$ cat src/rtl/l1_trigger_collector_if.sv
// Event stream between the trigger collector and the readout/TURF link logic.
// Carries {beam mask, timestamp} with a valid/ready handshake.
interface l1_trigger_collector_if #(
    parameter int unsigned NBEAMS    = 2,
    parameter int unsigned TIME_BITS = 32
);
    logic [NBEAMS+TIME_BITS-1:0] evt_tdata;
    logic                        evt_tvalid;
    logic                        evt_tready;

    modport master (output evt_tdata, output evt_tvalid, input evt_tready);
    modport slave  (input evt_tdata, input evt_tvalid, output evt_tready);
endinterface

$ cat src/rtl/l1_trigger_collector.sv
// Merges per-beam L1 triggers inside a coincidence window into timestamped
// events, queues them in a first-word-fall-through FIFO and counts drops.
module l1_trigger_collector #(
    parameter int unsigned NBEAMS        = 2,
    parameter int unsigned WINDOW_CLOCKS = 8,
    parameter int unsigned TIME_BITS     = 32,
    parameter int unsigned FIFO_DEPTH    = 16
) (
    input  logic                   aclk,
    input  logic                   reset_i,
    input  logic [NBEAMS-1:0]      trigger_i,
    input  logic                   enable_i,
    l1_trigger_collector_if.master evt,
    output logic                   busy_o,
    output logic [31:0]            evt_count_o,
    output logic [15:0]            drop_count_o
);
    localparam int unsigned DW = NBEAMS + TIME_BITS;
    localparam int unsigned AW = (FIFO_DEPTH > 1) ? $clog2(FIFO_DEPTH) : 1;
    localparam int unsigned CW = (WINDOW_CLOCKS > 1) ? $clog2(WINDOW_CLOCKS) : 1;
    localparam logic [CW-1:0] CNT_INIT = CW'(WINDOW_CLOCKS - 1);
    localparam logic [AW:0]   FULL_CNT = (AW + 1)'(FIFO_DEPTH);

    typedef enum logic [1:0] {IDLE, COLLECT, PUSH} state_t;

    state_t                 state_q;
    logic [TIME_BITS-1:0]   ts_q;
    logic [TIME_BITS-1:0]   ev_ts_q;
    logic [NBEAMS-1:0]      mask_q;
    logic [CW-1:0]          cnt_q;
    logic                   busy_q;

    logic [DW-1:0]          mem_q [FIFO_DEPTH];
    logic [AW-1:0]          wr_ptr_q;
    logic [AW-1:0]          rd_ptr_q;
    logic [AW:0]            count_q;
    logic                   valid_q;
    logic [DW-1:0]          head_q;
    logic [31:0]            evt_cnt_q;
    logic [15:0]            drop_cnt_q;

    logic                   push_c;
    logic                   pop_c;
    logic [AW-1:0]          rd_next_c;
    logic [AW:0]            count_next_c;
    logic [DW-1:0]          wdata_c;
    logic [DW-1:0]          head_next_c;

    // Full is judged on occupancy at the start of PUSH; a same-cycle pop does not help.
    always_comb begin
        push_c       = (state_q == PUSH) && (count_q != FULL_CNT);
        pop_c        = valid_q && evt.evt_tready;
        rd_next_c    = pop_c ? rd_ptr_q + AW'(1) : rd_ptr_q;
        count_next_c = count_q + (AW + 1)'(push_c) - (AW + 1)'(pop_c);
        wdata_c      = {mask_q, ev_ts_q};
        // Incoming word becomes the head when it lands in the slot the read pointer moves to.
        head_next_c  = (push_c && (wr_ptr_q == rd_next_c)) ? wdata_c : mem_q[rd_next_c];
    end

    always_ff @(posedge aclk) begin
        if (reset_i) begin
            ts_q <= '0;
        end else begin
            ts_q <= ts_q + TIME_BITS'(1);
        end
    end

    // Coincidence-window FSM.
    always_ff @(posedge aclk) begin
        if (reset_i) begin
            state_q <= IDLE;
            mask_q  <= '0;
            ev_ts_q <= '0;
            cnt_q   <= '0;
            busy_q  <= 1'b0;
        end else begin
            case (state_q)
                IDLE: begin
                    if (enable_i && (|trigger_i)) begin
                        mask_q  <= trigger_i;
                        ev_ts_q <= ts_q;
                        cnt_q   <= CNT_INIT;
                        busy_q  <= 1'b1;
                        state_q <= (CNT_INIT != '0) ? COLLECT : PUSH;
                    end
                end
                COLLECT: begin
                    mask_q <= mask_q | trigger_i;
                    cnt_q  <= cnt_q - CW'(1);
                    if (cnt_q == CW'(1)) begin
                        state_q <= PUSH;
                    end
                end
                PUSH: begin
                    state_q <= IDLE;
                    busy_q  <= 1'b0;
                end
                default: begin
                    state_q <= IDLE;
                    busy_q  <= 1'b0;
                end
            endcase
        end
    end

    always_ff @(posedge aclk) begin
        if (push_c) begin
            mem_q[wr_ptr_q] <= wdata_c;
        end
    end

    always_ff @(posedge aclk) begin
        if (reset_i) begin
            wr_ptr_q <= '0;
            rd_ptr_q <= '0;
            count_q  <= '0;
            valid_q  <= 1'b0;
            head_q   <= '0;
        end else begin
            if (push_c) begin
                wr_ptr_q <= wr_ptr_q + AW'(1);
            end
            rd_ptr_q <= rd_next_c;
            count_q  <= count_next_c;
            valid_q  <= (count_next_c != '0);
            head_q   <= head_next_c;
        end
    end

    always_ff @(posedge aclk) begin
        if (reset_i) begin
            evt_cnt_q  <= '0;
            drop_cnt_q <= '0;
        end else begin
            if (push_c) begin
                evt_cnt_q <= evt_cnt_q + 32'd1;
            end
            if ((state_q == PUSH) && !push_c && (drop_cnt_q != 16'hFFFF)) begin
                drop_cnt_q <= drop_cnt_q + 16'd1;
            end
        end
    end

    assign evt.evt_tdata  = head_q;
    assign evt.evt_tvalid = valid_q;
    assign busy_o         = busy_q;
    assign evt_count_o    = evt_cnt_q;
    assign drop_count_o   = drop_cnt_q;
endmodule

$ cat src/flat_wrapper.sv
// flat-port wrapper written by rule: the top's interface ports become plain ports
module l1_trigger_collector_flat 
#(
    parameter int unsigned NBEAMS        = 2,
    parameter int unsigned WINDOW_CLOCKS = 8,
    parameter int unsigned TIME_BITS     = 32,
    parameter int unsigned FIFO_DEPTH    = 16
)
  (aclk, reset_i, trigger_i, enable_i, busy_o, evt_count_o, drop_count_o, evt_evt_tdata, evt_evt_tvalid, evt_evt_tready);
  l1_trigger_collector_if #(.NBEAMS(NBEAMS), .TIME_BITS(TIME_BITS)) evt_i ();
  input  logic aclk;
  input  logic reset_i;
  input  logic [NBEAMS-1:0] trigger_i;
  input  logic enable_i;
  output logic busy_o;
  output logic [31:0] evt_count_o;
  output logic [15:0] drop_count_o;
  output wire logic [$bits(evt_i.evt_tdata)-1:0] evt_evt_tdata;
  output wire logic [$bits(evt_i.evt_tvalid)-1:0] evt_evt_tvalid;
  input wire logic [$bits(evt_i.evt_tready)-1:0] evt_evt_tready;
  assign evt_evt_tdata = evt_i.evt_tdata;
  assign evt_evt_tvalid = evt_i.evt_tvalid;
  assign evt_i.evt_tready = evt_evt_tready;
  l1_trigger_collector #(.NBEAMS(NBEAMS), .WINDOW_CLOCKS(WINDOW_CLOCKS), .TIME_BITS(TIME_BITS), .FIFO_DEPTH(FIFO_DEPTH)) u_core (.aclk(aclk), .reset_i(reset_i), .trigger_i(trigger_i), .enable_i(enable_i), .evt(evt_i), .busy_o(busy_o), .evt_count_o(evt_count_o), .drop_count_o(drop_count_o));
endmodule
$ cat config.mk
export PLATFORM = sky130hd
export DESIGN_NAME = l1_trigger_collector_flat
export DESIGN_NICKNAME = d
export VERILOG_FILES = /design/src/rtl/l1_trigger_collector_if.sv /design/src/rtl/l1_trigger_collector.sv /design/src/flat_wrapper.sv
export SDC_FILE = /design/constraint.sdc
export NUM_CORES = 1
export LEC_CHECK = 0
export CAP_MARGIN = 5
export CORE_MARGIN = 4
export CORE_UTILIZATION = 40
export CTS_CLUSTER_DIAMETER = 200
export DETAILED_ROUTE_END_ITERATION = 6
export GPL_ROUTABILITY_DRIVEN = 0
export GPL_TIMING_DRIVEN = 0
export PLACE_DENSITY = 0.67
export SLEW_MARGIN = 20
export SYNTH_ARGS = -nofsm -noshare
export SYNTH_HDL_FRONTEND = slang
export SYNTH_SLANG_ARGS = --single-unit
$ cat constraint.sdc
create_clock -name aclk -period 5.4 [get_ports aclk]
set_input_delay 1.08 -clock aclk [delete_from_list [all_inputs] [get_ports aclk]]
set_output_delay 1.08 -clock aclk [all_outputs]
set_load 0.05 [all_outputs]
Word level (Yosys, flattened, before mapping)
Memory sizes are Yosys's and may differ from the RTL's. A register that Yosys moved wholly into a read port is not among the register bits.
Cells that the tools add are included.
{"block": "word_totals", "regBits": 134, "mem_bits_rw": 544, "input_bits": 6, "out_inout_bits": 84, "mem_count": 1}
{"block": "classes", "addsub": 8, "n_eq_ne": 7, "muxes": 12, "bitwise": 2, "n_reduce_logical": 14}
{"memory": "u_core.mem_q", "depth": 16, "width": 34, "read_ports": 1, "rd_ports_with_merged_regs": 1, "write_ports": 1, "line_no": "l1_trigger_collector.sv:33", "source": "logic [DW-1:0] mem_q [FIFO_DEPTH];"}
{"operator": "adder 32 x 1 -> 32 bit (second input constant)", "n": 2}
{"operator": "adder 16 x 1 -> 16 bit (second input constant)", "n": 1}
{"operator": "!= test 16 bit (second input constant)", "n": 1}
{"operator": "adder 4 x 1 -> 4 bit (second input constant)", "n": 2}
{"operator": "one-hot mux 2 bit (2 select lines)", "n": 2}
{"operator": "AND reduction 2 bit", "n": 4}
{"operator": "two-way mux 2 bit", "n": 3}
{"operator": "one-hot mux 3 bit (2 select lines)", "n": 1}
{"operator": "adder 5 x 1 -> 5 bit", "n": 1}
{"operator": "logical AND 1 bit", "n": 5}
{"operator": "!= test 5 bit (second input constant)", "n": 1}
{"operator": "nonzero test 5 bit", "n": 1}
{"operator": "subtractor 5 x 1 -> 5 bit", "n": 1}
{"operator": "two-way mux 4 bit", "n": 1}
{"operator": "!= test 2 x 1 -> 1 bit (second input constant)", "n": 2}
{"operator": "== test 3 x 1 -> 1 bit (second input constant)", "n": 1}
{"operator": "two-way mux 1 bit", "n": 3}
{"operator": "two-way mux 3 bit", "n": 1}
{"operator": "subtractor 3 x 1 -> 3 bit (second input constant)", "n": 1}
{"operator": "== test 2 x 1 -> 1 bit (second input constant)", "n": 1}
{"operator": "== test 2 bit (second input constant)", "n": 1}
{"operator": "zero test 2 bit", "n": 1}
{"operator": "bitwise OR 2 bit", "n": 1}
{"operator": "one-hot mux 1 bit (2 select lines)", "n": 1}
{"operator": "other kinds (4)", "n": 4}

Logic depth before layout (Yosys ltp)
{"block": "logic_depth", "depth_word": 5, "ltp_mapped": 14, "mapped_depth_nobuf": 13}

Worst setup path after synthesis
No wires, ideal clock.
{"block": "synth_path", "path_kind": "register to register", "start": "register u_core.count_q[2]", "end": "memory u_core.mem_q[0][0] in the netlist's numbering, enable pin", "setup_ns": 0.467, "arrival_time_ns": 3.712, "required_time_ns": 4.933, "path_slack_ns": 1.221, "stages_incl_launch_ff": 8, "path_buffers": 1, "cell_sequence": "dfxtp_1 > inv_1 > ha_1 > nand4bb_1 > and2_1 > buf_1 > nand2_1 > nor3_1"}
{"block": "synth_between", "elab_chain_len": 4}
{"item": "start: declaration", "line_no": "l1_trigger_collector.sv:36", "source": "logic [AW:0] count_q;"}
{"item": "start signal: assignment", "line_no": "l1_trigger_collector.sv:124", "source": "count_q <= count_next_c;"}
{"item": "!= test 5 bit", "line_no": "l1_trigger_collector.sv:51", "source": "push_c = (state_q == PUSH) && (count_q != FULL_CNT);"}
{"item": "logical AND 1 bit", "line_no": "l1_trigger_collector.sv:51"}
{"item": "via u_core.push_c", "line_no": "l1_trigger_collector.sv:42", "source": "logic push_c;"}
{"item": "two-way mux 1 bit", "line_no": "l1_trigger_collector.sv:107", "source": "if (push_c) begin"}
{"item": "two-way mux 1 bit (implied by the code)", "line_no": "l1_trigger_collector.sv:108", "source": "mem_q[wr_ptr_q] <= wdata_c;"}
{"item": "end: declaration", "line_no": "l1_trigger_collector.sv:33"}
The timed path passes the listed nets, and every way through them passes these cells.

Worst setup path after layout
{"block": "layout_path", "start": "input port evt_evt_tready", "end": "register u_core.head_q[13] (netlist: u_core.evt.evt_tdata[13]) (read register of u_core.mem_q)"}
{"block": "layout_between", "elab_chain_len": 2}
{"item": "start: declaration", "line_no": "flat_wrapper.sv:20", "source": "input wire logic [$bits(evt_i.evt_tready)-1:0] evt_evt_tready;"}
{"item": "logical AND 1 bit", "line_no": "l1_trigger_collector.sv:52", "source": "pop_c = valid_q && evt.evt_tready;"}
{"item": "two-way mux 4 bit", "line_no": "l1_trigger_collector.sv:53", "source": "rd_next_c = pop_c ? rd_ptr_q + AW'(1) : rd_ptr_q;"}
{"item": "end: declaration", "line_no": "l1_trigger_collector.sv:38", "source": "logic [DW-1:0] head_q;"}
No other way between the ends.
A chain may end at the register's enable or synchronous reset.

==> results.toml <==
[pwr]
power.density_nw_per_um2 = 417
ir_worst_vdd_v = 0.000238
p_leak_uw = 0.0100
p_total_uw = 13600

[final_layout]
drive_gt1_share_pct = 6.77
diodes = 0
syn_to_final_growth_pct = 18.3
final_util_pct = 47.7
nets = 2386

[critical_path]
crit_arrival_ns = 4.88
cp-startpoint = "evt_evt_tready"
crit_top_cell = "clkbuf_1"
crit_fanout = 10
critical_path.cell_chain = "clkdlybuf4s50_1, and2_1, nand2_1, xor2_1, clkbuf_1, clkbuf_1, a221o_1, nand3_1, a32o_1"
crit_path_max_incr_delay_ns = 0.79
crit_family = "buffers and inverters"
r2r_start = "u_core.evt.evt_tvalid"
critPathSlowestCell = "xor2_1"
crit_type = "in2reg"
crit_path_start_kind = "primary input"
worst-path-buf-inv = 3
worstPathRequired_ns = 5.90
crit_path_end_kind = "flop"

[sta]
final_max_slew_viol_count = 0
min_period_over_period_pct = 81.2
worst_pin_slew_ns = 1.06
hold_viol_final = 0
tns_ns = 0
fmax_mhz = 228
slew-limit-headroom_pct = 28.5
period_needed_ns = 4.38
rsz0062_at_grt = "false"
fin_worst_skew_ns = 0.0294
setup_viol = 0

[synth]
syn_avg_cell_area_sq_um = 12.7
synth_edf_count = 544
syn_nets = 2194
synth_cells = 2171
async_reset_ff_share_pct = 0
ys_types = 50
syn_area_sq_um = 27600
yosysSeqAreaShare_pct = 71.3
synth-seq-cells = 712
yosys_warnings = 0
ys.flop_type = "edfxtp_1"

[job]
cap_violations = 0

[grt]
gr-usage-all-layers_pct = 20.5
grt_first_pass_wirelength_microns = 115000
antenna_found_initial = 1
grt_pass1_vias = 19400
grt_max_degree = 21
grt_remaining_overflow = 0

[route]
wl_per_cell_microns = 23.0
route.detailed.drc = 0
vias = 19200
drtIter0Drc = 2159
via_per_inst = 5.71
drt_pass1_iterations = 6
finalWirelength_microns = 77100
antenna_left = 0

[clocking]
hold_buffers = 0
insertion_delay_ns = 0.62
clockBufferDepth = 3
h-tree-depth = 3
cts_sinks = 712
cts_setup_buffers = 0
cts_buffers = 74
clk_pin_slew_ns = 0.06
cts_tree = "done"
cts_resized = 0
root_buffer = "clkbuf_16"

[place]
hpwlAfterDp_microns = 52200
io_buffers = 88

[die]
initial_utilization_pct = 40.3
die_area_sq_um = 73400
io_pins = 90
fp.dieW_microns = 271
rows = 96
core_area_sq_um = 68600
die_h_microns = 271

[hold_path]
hold_path.class = "reg2reg"
min_from = "u_core.ts_q[0]"

[outcome]
status = "finished clean"
## cells in the final DEF (no fill, tap or decap), types with 8 or more instances in the layout
master             n
a221oi_1          69
buf_4             16
clkbuf_1         144
edfxtp_1         544
xor2_1            46
clkinv_1          13
nor2_1            95
ha_1              16
inv_1             24
clkbuf_16         79
a21oi_1          323
buf_16             9
o21ai_0           15
a32o_1            34
clkinv_2          14
xnor2_1           31
bufinv_16          9
nand4_1           19
nand3_1           61
dfxtp_1          168
nor2_4            12
and2_1             8
nand2_1          376
a221o_1           68
buf_1             15
clkdlybuf4s50_1   88
or3_1             48
nor2b_1            8
## power breakdown
| part | leakage [uW] | total (uW) | internal [uW] | switching [uW] |
|---|---|---|---|---|
| Clock | 0.00121 | 5200 | 3110 | 2100 |
| Combinational | 0.00307 | 2460 | 765 | 1700 |
| Sequential | 0.00574 | 5960 | 5910 | 51.7 |
## Yosys cell counts, types with 3 or more instances
master | count | area share (%)
xor2_1 | 47 | 1.5
clkbuf_1 | 130 | 1.8
a221oi_1 | 69 | 2.2
nor2b_1 | 8 | 0.18
dfxtp_1 | 168 | 12
and3_1 | 3 | 0.068
nand4_1 | 19 | 0.43
a21oi_1 | 323 | 5.8
or3_1 | 48 | 1.1
nand2_1 | 376 | 5.1
edfxtp_1 | 544 | 59
nand3_1 | 61 | 1.1
nand2b_1 | 5 | 0.11
a221o_1 | 68 | 2.5
nor2_1 | 107 | 1.5
inv_1 | 24 | 0.33
and4_1 | 7 | 0.22
buf_1 | 15 | 0.20
a32o_1 | 34 | 1.2
o21ai_0 | 15 | 0.27
and2_1 | 8 | 0.18
nor4_1 | 5 | 0.11
nor3_1 | 9 | 0.16
xnor2_1 | 31 | 0.98
ha_1 | 16 | 0.72
## path summary, 6_finish.rpt
kind | to | cells past startpoint | slack [ns]
worst min register to register | u_core.ts_q[0] | 1 | 0.47
worst max register to register | u_core.evt.evt_tdata[13] | 8 | 1.61
worst max-delay path | u_core.evt.evt_tdata[13] | 9 | 1.02
worst min-delay path | u_core.ts_q[0] | 1 | 0.47
## cell families after synthesis
family | count (synthesis) | share of synthesized area, %
AOI/OAI and AO/OA | 522 | 12.4
xor gates and xnor gates | 78 | 2.47
adders and majority gates | 17 | 0.797
buffers and inverters | 171 | 2.33
DFF | 712 | 71.3
muxes | 2 | 0.0724
and+or+nand+nor | 669 | 10.7
## layer usage
metal	share of wire [%]	track usage [%]	routed length, microns	up-vias
li1	-	-	-	8480
met1	38	26.1	29700	9438
met2	48	34.3	37200	1057
met3	10	4.32	7770	177
met4	3.2	8.08	2500	0
met5	0	0	0	-
## metrics by stage
| stage | setup slack (ns) | std cells | instance area (sq um) | hold slack, ns |
|---|---|---|---|---|
| 2_1_floorplan | 1.22 | 2171 | 27600 | 0.426 |
| 3_3_place_gp | -1.33 | 3190 | 29700 | 0.460 |
| 3_5_place_dp | 0.480 | 3218 | 30200 | 0.469 |
| 4_1_cts | 1.12 | 3352 | 32700 | 0.480 |
| 5_1_grt | 0.875 | 3352 | 32700 | 0.503 |
| 6_report | 1.02 | 3352 | 32700 | 0.473 |
## sequential cells by signal, summed over array words and instances (netlist names)
name / flops
u_core.mem_q: 544
u_core.evt.evt_tdata: 34
u_core.ev_ts_q: 32
u_core.evt_count_o: 32
u_core.ts_q: 32
u_core.drop_count_o: 16
u_core.count_q: 5
u_core.rd_ptr_q: 4
u_core.wr_ptr_q: 4
u_core.cnt_q: 3
u_core.mask_q: 2
u_core.state_q: 2
u_core.busy_o: 1
u_core.evt.evt_tvalid: 1
## area by class of cell
cell class / instances / area (sq um)
buffer: 147 / 554
clock inverter: 40 / 422
sequential: 712 / 19700
timing repair buffer: 116 / 1310
fill: 5871 / 35900
tap: 931 / 1160
clock buffer: 94 / 2040
inverter: 24 / 90.1
multi-input combinational: 1288 / 7420
No activity file was read; power rests on OpenSTA's default activity.
